[src/rtl/fru_pkg.sv]
// Shared types for the FRU timed filter unit: per-bit mode encoding, FSM
// states and the per-bit filter function.
package fru_pkg;

  typedef enum logic [1:0] {
    SFU_PASS   = 2'b00,
    SFU_CONST  = 2'b01,
    SFU_FREEZE = 2'b10,
    SFU_INVERT = 2'b11
  } fru_sfu_mode_e;

  typedef enum logic {
    TFU_IDLE   = 1'b0,
    TFU_ACTIVE = 1'b1
  } fru_tfu_state_e;

  // Filtered value of one channel while the window is open.
  function automatic logic sfu_apply(input fru_sfu_mode_e mode, input logic q,
                                     input logic cval, input logic fval);
    logic r;
    case (mode)
      SFU_PASS:   r = q;
      SFU_CONST:  r = cval;
      SFU_FREEZE: r = fval;
      SFU_INVERT: r = ~q;
      default:    r = q;
    endcase
    return r;
  endfunction

endpackage

[src/rtl/fru_tfu_window_ctr.sv]
// Window-length counter: load / decrement / clear.
// A loaded value of 0 means a sticky window (counter parked at 0).
module fru_tfu_window_ctr #(
  parameter int CNT_W = 8
) (
  input  logic             i_clk,
  input  logic             i_rst_n,
  input  logic             i_clr,
  input  logic             i_load,
  input  logic [CNT_W-1:0] i_load_val,
  input  logic             i_dec,
  output logic             o_expire,
  output logic             o_sticky
);

  logic [CNT_W-1:0] r_cnt;

  // Clear wins over load, load wins over decrement; never wraps below 0.
  always_ff @(posedge i_clk or negedge i_rst_n) begin
    if (!i_rst_n)                   r_cnt <= '0;
    else if (i_clr)                 r_cnt <= '0;
    else if (i_load)                r_cnt <= i_load_val;
    else if (i_dec && r_cnt != '0)  r_cnt <= r_cnt - 1'b1;
  end

  assign o_expire = (r_cnt == CNT_W'(1));
  assign o_sticky = (r_cnt == '0);

endmodule

[src/rtl/fru_timed_filter_unit.sv]
// Trigger-armed, time-windowed per-bit override stage.
// Optional feature macro: FRU_TFU_RETRIGGER_EN (Trigger during an open window
// reloads the window and re-latches the configuration; Done suppressed then).
module fru_timed_filter_unit
  import fru_pkg::*;
#(
  parameter int FILTER_SIZE = 10,
  parameter int CNT_W       = 8
) (
  input  logic                     Clk,
  input  logic                     RstN,
  input  logic                     FruEn,
  input  logic                     Trigger,
  input  logic [2*FILTER_SIZE-1:0] ModeCfg,
  input  logic [FILTER_SIZE-1:0]   RegConst,
  input  logic [CNT_W-1:0]         HoldCycles,
  input  logic [FILTER_SIZE-1:0]   Qin,
  output logic [FILTER_SIZE-1:0]   Qout,
  output logic                     Active,
  output logic                     Done
);

  fru_tfu_state_e r_state, w_state_nxt;
  logic [FILTER_SIZE-1:0][1:0] r_mode;
  logic [FILTER_SIZE-1:0]      r_const;
  logic [FILTER_SIZE-1:0]      r_frz;
  logic                        r_done;
  logic                        w_load, w_dec, w_clr, w_done_nxt;
  logic                        w_expire, w_sticky;
  logic                        w_win;
  logic [FILTER_SIZE-1:0]      w_filt;

  fru_tfu_window_ctr #(.CNT_W(CNT_W)) u_ctr (
    .i_clk      (Clk),
    .i_rst_n    (RstN),
    .i_clr      (w_clr),
    .i_load     (w_load),
    .i_load_val (HoldCycles),
    .i_dec      (w_dec),
    .o_expire   (w_expire),
    .o_sticky   (w_sticky)
  );

  // State, Done pulse register.
  always_ff @(posedge Clk or negedge RstN) begin
    if (!RstN) begin
      r_state <= TFU_IDLE;
      r_done  <= 1'b0;
    end else begin
      r_state <= w_state_nxt;
      r_done  <= w_done_nxt;
    end
  end

  // Next state and counter control; FruEn low aborts from any state without Done.
  always_comb begin
    w_state_nxt = r_state;
    w_load      = 1'b0;
    w_dec       = 1'b0;
    w_clr       = 1'b0;
    w_done_nxt  = 1'b0;
    if (!FruEn) begin
      w_state_nxt = TFU_IDLE;
      w_clr       = 1'b1;
    end else begin
      case (r_state)
        TFU_IDLE: begin
          if (Trigger) begin
            w_state_nxt = TFU_ACTIVE;
            w_load      = 1'b1;
          end
        end
        TFU_ACTIVE: begin
`ifdef FRU_TFU_RETRIGGER_EN
          if (Trigger) begin
            w_load = 1'b1;
          end else
`endif
          begin
            w_dec = !w_sticky;
            if (w_expire) begin
              w_state_nxt = TFU_IDLE;
              w_done_nxt  = 1'b1;
            end
          end
        end
        default: w_state_nxt = TFU_IDLE;
      endcase
    end
  end

  // Configuration and freeze snapshot, captured only on a (re)trigger edge.
  always_ff @(posedge Clk or negedge RstN) begin
    if (!RstN) begin
      r_mode  <= '0;
      r_const <= '0;
      r_frz   <= '0;
    end else if (w_load) begin
      r_mode  <= ModeCfg;
      r_const <= RegConst;
      r_frz   <= Qin;
    end
  end

  for (genvar i = 0; i < FILTER_SIZE; i++) begin : g_bit
    assign w_filt[i] = sfu_apply(fru_sfu_mode_e'(r_mode[i]), Qin[i], r_const[i], r_frz[i]);
  end

  // FruEn gates the window combinationally so an abort is visible in the same cycle.
  assign w_win  = (r_state == TFU_ACTIVE) && FruEn;
  assign Qout   = w_win ? w_filt : Qin;
  assign Active = (r_state == TFU_ACTIVE);
  assign Done   = r_done;

endmodule

[config.mk]
export PLATFORM = sky130hd
export DESIGN_NAME = fru_timed_filter_unit
export DESIGN_NICKNAME = d
export VERILOG_FILES = /design/src/rtl/fru_pkg.sv /design/src/rtl/fru_tfu_window_ctr.sv /design/src/rtl/fru_timed_filter_unit.sv
export SDC_FILE = /design/constraint.sdc
export NUM_CORES = 1
export LEC_CHECK = 0
export BUFFER_PORTS_ARGS = -buffer_cell sky130_fd_sc_hd__buf_2
export CAP_MARGIN = 20
export CORE_UTILIZATION = 41
export DETAILED_ROUTE_END_ITERATION = 12
export PLACE_DENSITY = 0.62
export RECOVER_POWER = 50
export SYNTH_ARGS = -nofsm -noshare
export SYNTH_HDL_FRONTEND = slang
export SYNTH_HIERARCHICAL = 1
export SYNTH_SLANG_ARGS = --single-unit
[constraint.sdc]
create_clock -name Clk -period 2.75 [get_ports Clk]
set_input_delay 0.55 -clock Clk [delete_from_list [all_inputs] [get_ports Clk]]
set_output_delay 0.55 -clock Clk [all_outputs]
set_load 0.05 [all_outputs]
==> flow_summary.toml <==
[layout]
fin_nets = 352
syn_to_final_growth_pct = 17.65
instances_no_fill = 375
layout-drive-gt1-share_pct = 37.58
antenna_cells = 0
fill_cells = 615

[timing]
grt_setup_unrepaired = "no"
worst_slew_pin_slew_ps = 1819
finClkSkew_ps = 9.731
hold_ws_ps = 466.3
period_needed_ps = 2399
max_slew_margin_pct = -21.28
drv_slew = 35
fmax_ghz = 0.4169
finalCritPeriodShare_pct = 87.22
finalSetupViolCount = 0
hold_viol_final = 0
tns_ps = 0

[global_route]
grt_max_degree = 42
grt_busiest_layer = "met2"
grt_pass1_vias = 2014
grt.met3_usage_pct = 3.441
met1_usage_pct = 21.63
use_met2_pct = 27.27
grt_pass1_wl_mm = 9.377
track_usage_pct = 16.44
grt-ovfl-total = 0
antenna_found_initial = 0

[run_status]
outcome = "complete, but fails checks"
violations = "design-rule violations, max-capacitance violations, max-slew violations"

[worst_setup_path]
cp.required_ps = 2930
cp-start-kind = "flop"
crit_type = "reg2reg"
worstPathArrival_ps = 2570
end_kind = "flop"
crit_path_max_fanout = 7

[synth]
syn_area_sq_mm = 0.002779
ys_seq_area_share_pct = 45.02
ys.flop_type = "dfrtp_1"
synth.distinct_cells = 37
ys_warn_count = 6
synth_nets = 288
ys_ff_latch = 50
synth_edf_count = 0
synth_top_cell_area_share_pct = 45.02
syn_inst = 233
syn-mean-instance-area_sq_um = 11.93
async_reset_ff_share_pct = 100.0
synthTopCellsByArea = "dfrtp_1 (45%), mux2_4 (21%), nand2b_1 (4.7%)"
synth_area_leader_cell = "dfrtp_1"

[floorplanning]
coreArea_sq_mm = 0.006459
die_h_microns = 84.33
ios = 64
rows = 29
die_area_sq_mm = 0.007111
start_util_pct = 43.03
dieWidth_microns = 84.33

[route]
drc = 3
post_drt_wl_per_cell_microns = 14.74
drtAntennaViolNets = 0
drtPass1Iterations = 10
vias_per_cell = 5.419
wl_mm = 5.527
route.vias.total = 2032
drtIter0Drc = 170

[place]
finalWeightedCongestion = 0.8510
port_buffers = 63
dp_hpwl_mm = 3.899
place_inst = 367

[power_and_ir_drop]
sequentialPowerShare_pct = 44.5
p_clk_share_pct = 27.4
p_leak_nw = 1.587
p_sw_w = 0.0006681
powerDensity_mw_per_mm2 = 700.0
p_sw_share_pct = 29.19
p_int_w = 0.001621
peakVddDrop_mv = 0.3227
comb_power_share_pct = 28.1

[clock_tree]
clock_path_buffers = 2
root_buffer = "clkbuf_8"
htree_levels = 2
cts_tree = "yes"
cts_sinks = 50
clkTransAtPathRegs_ps = 90
cts_buffers = 5
cts_resized = 0
cts_hold_buf = 0
clk_latency_ps = 300
postCtsSetupBuffers = 0

[hold_path]
hp-class = "in2reg"

[job]
cap_violations = 1
## area by class of cell
type	instances	area, sq um	area share, %
clock buffers	6	82.58	2.526
clock inverters	2	60.06	1.837
inverters	7	26.28	0.8037
multi-input cells	165	1414	43.25
flip-flops and latches	50	1251	38.27
well taps	77	96.34	2.947
repair buffers	68	339.1	10.37
## Yosys cell counts (all sizes together), types with 3 or more instances
cell type,number
dfrtp,50
mux2,40
nor2,30
nand2b,21
nor3b,13
a31oi,10
o22a,10
buf,7
inv,7
a2111oi,4
clkbuf,4
o21ai,4
a211o,3
a311oi,3
ha,3
nor3,3
## placed cells by master (no fill, tap or decap), drive strengths merged, types with 2 or more instances in the layout
master	netlist	layout
mux2	40	40
dfrtp	50	50
ha	3	3
a2111oi	4	4
a31oi	10	10
clkbuf	4	12
nor3b	13	13
nor2	30	30
a311oi	3	3
inv	7	7
a211o	3	3
bufinv	0	2
and3	2	2
nor3	3	3
or4	2	2
o21ai	4	4
nand2b	21	21
or3b	2	2
nand2	2	2
o22a	10	10
buf	7	62
o2111a	2	2
## layer usage
metal / routed length, microns / share of wire [%] / vias to the layer above
met3: 202 / 3.7 / 2
li1: - / - / 987
met5: 0 / 0 / -
met2: 2711 / 49 / 35
met1: 2577 / 47 / 1008
met4: 35 / 0.63 / 0
## stage by stage
| step | total power, W | instance area [sq um] | util (%) | setup WS, ps |
|---|---|---|---|---|
| after floorplan | 0.001525 | 2779 | - | 333.5 |
| after global placement | 0.001668 | 3152 | 48.80 | 422.6 |
| after detailed placement | 0.001686 | 3152 | 48.80 | 351.1 |
| after CTS | 0.002319 | 3294 | 51.01 | 318.8 |
| after global routing | 0.002418 | 3269 | 50.62 | 75.22 |
| final | 0.002289 | 3269 | 50.62 | 351.3 |
## cell families (layout without fill, tap and decap cells)
logic type	Yosys count	after routing	share of synthesized area, %
adders and majority gates	3	3	1.351
buffers and inverters	18	83	3.692
muxes	40	40	21.34
and+or+nand+nor	80	80	16.75
DFF	50	50	45.02
AOI/OAI and AO/OA	42	42	11.84
## critical path: stages (launching register included)
cell and delay, ps:
dfrtp_1 420, inv_1 100, ha_1 220, or3b_1 290, nor2_1 60, nor2_1 130
or3b_1 410, a211o_2 320, a2111oi_0 320
## power by group through the flow
| stage | sequential (W) | combinational (W) | clock [W] |
|---|---|---|---|
| global placement | 0.00103 | 0.000641 | 0 |
| floorplan | 0.00100 | 0.000524 | 0 |
| detailed placement | 0.00103 | 0.000654 | 0 |
| global route | 0.00104 | 0.000702 | 0.000671 |
| CTS | 0.00102 | 0.000657 | 0.000643 |
| finish | 0.00102 | 0.000643 | 0.000627 |
## sequential cells by signal, indices dropped and copies added, names as in the netlist
name	count
r_mode	20
r_const	10
r_frz	10
u_ctr/r_cnt	8
Active	1
Done	1
## worst paths after layout
path	from	to	slack (ps)	cells after the start
setup / recovery	u_ctr/r_cnt[0]	u_ctr/r_cnt[3]	350	8
hold / removal	ModeCfg[0]	r_mode[0]	470	2
setup reg to reg	u_ctr/r_cnt[0]	u_ctr/r_cnt[3]	350	8
hold reg to reg	r_frz[2]	r_frz[2]	510	1
max in group asynchronous	RstN	r_mode[15]	800	2
min in group asynchronous	RstN	r_mode[8]	730	1
(Power assumes the default switching activity.)
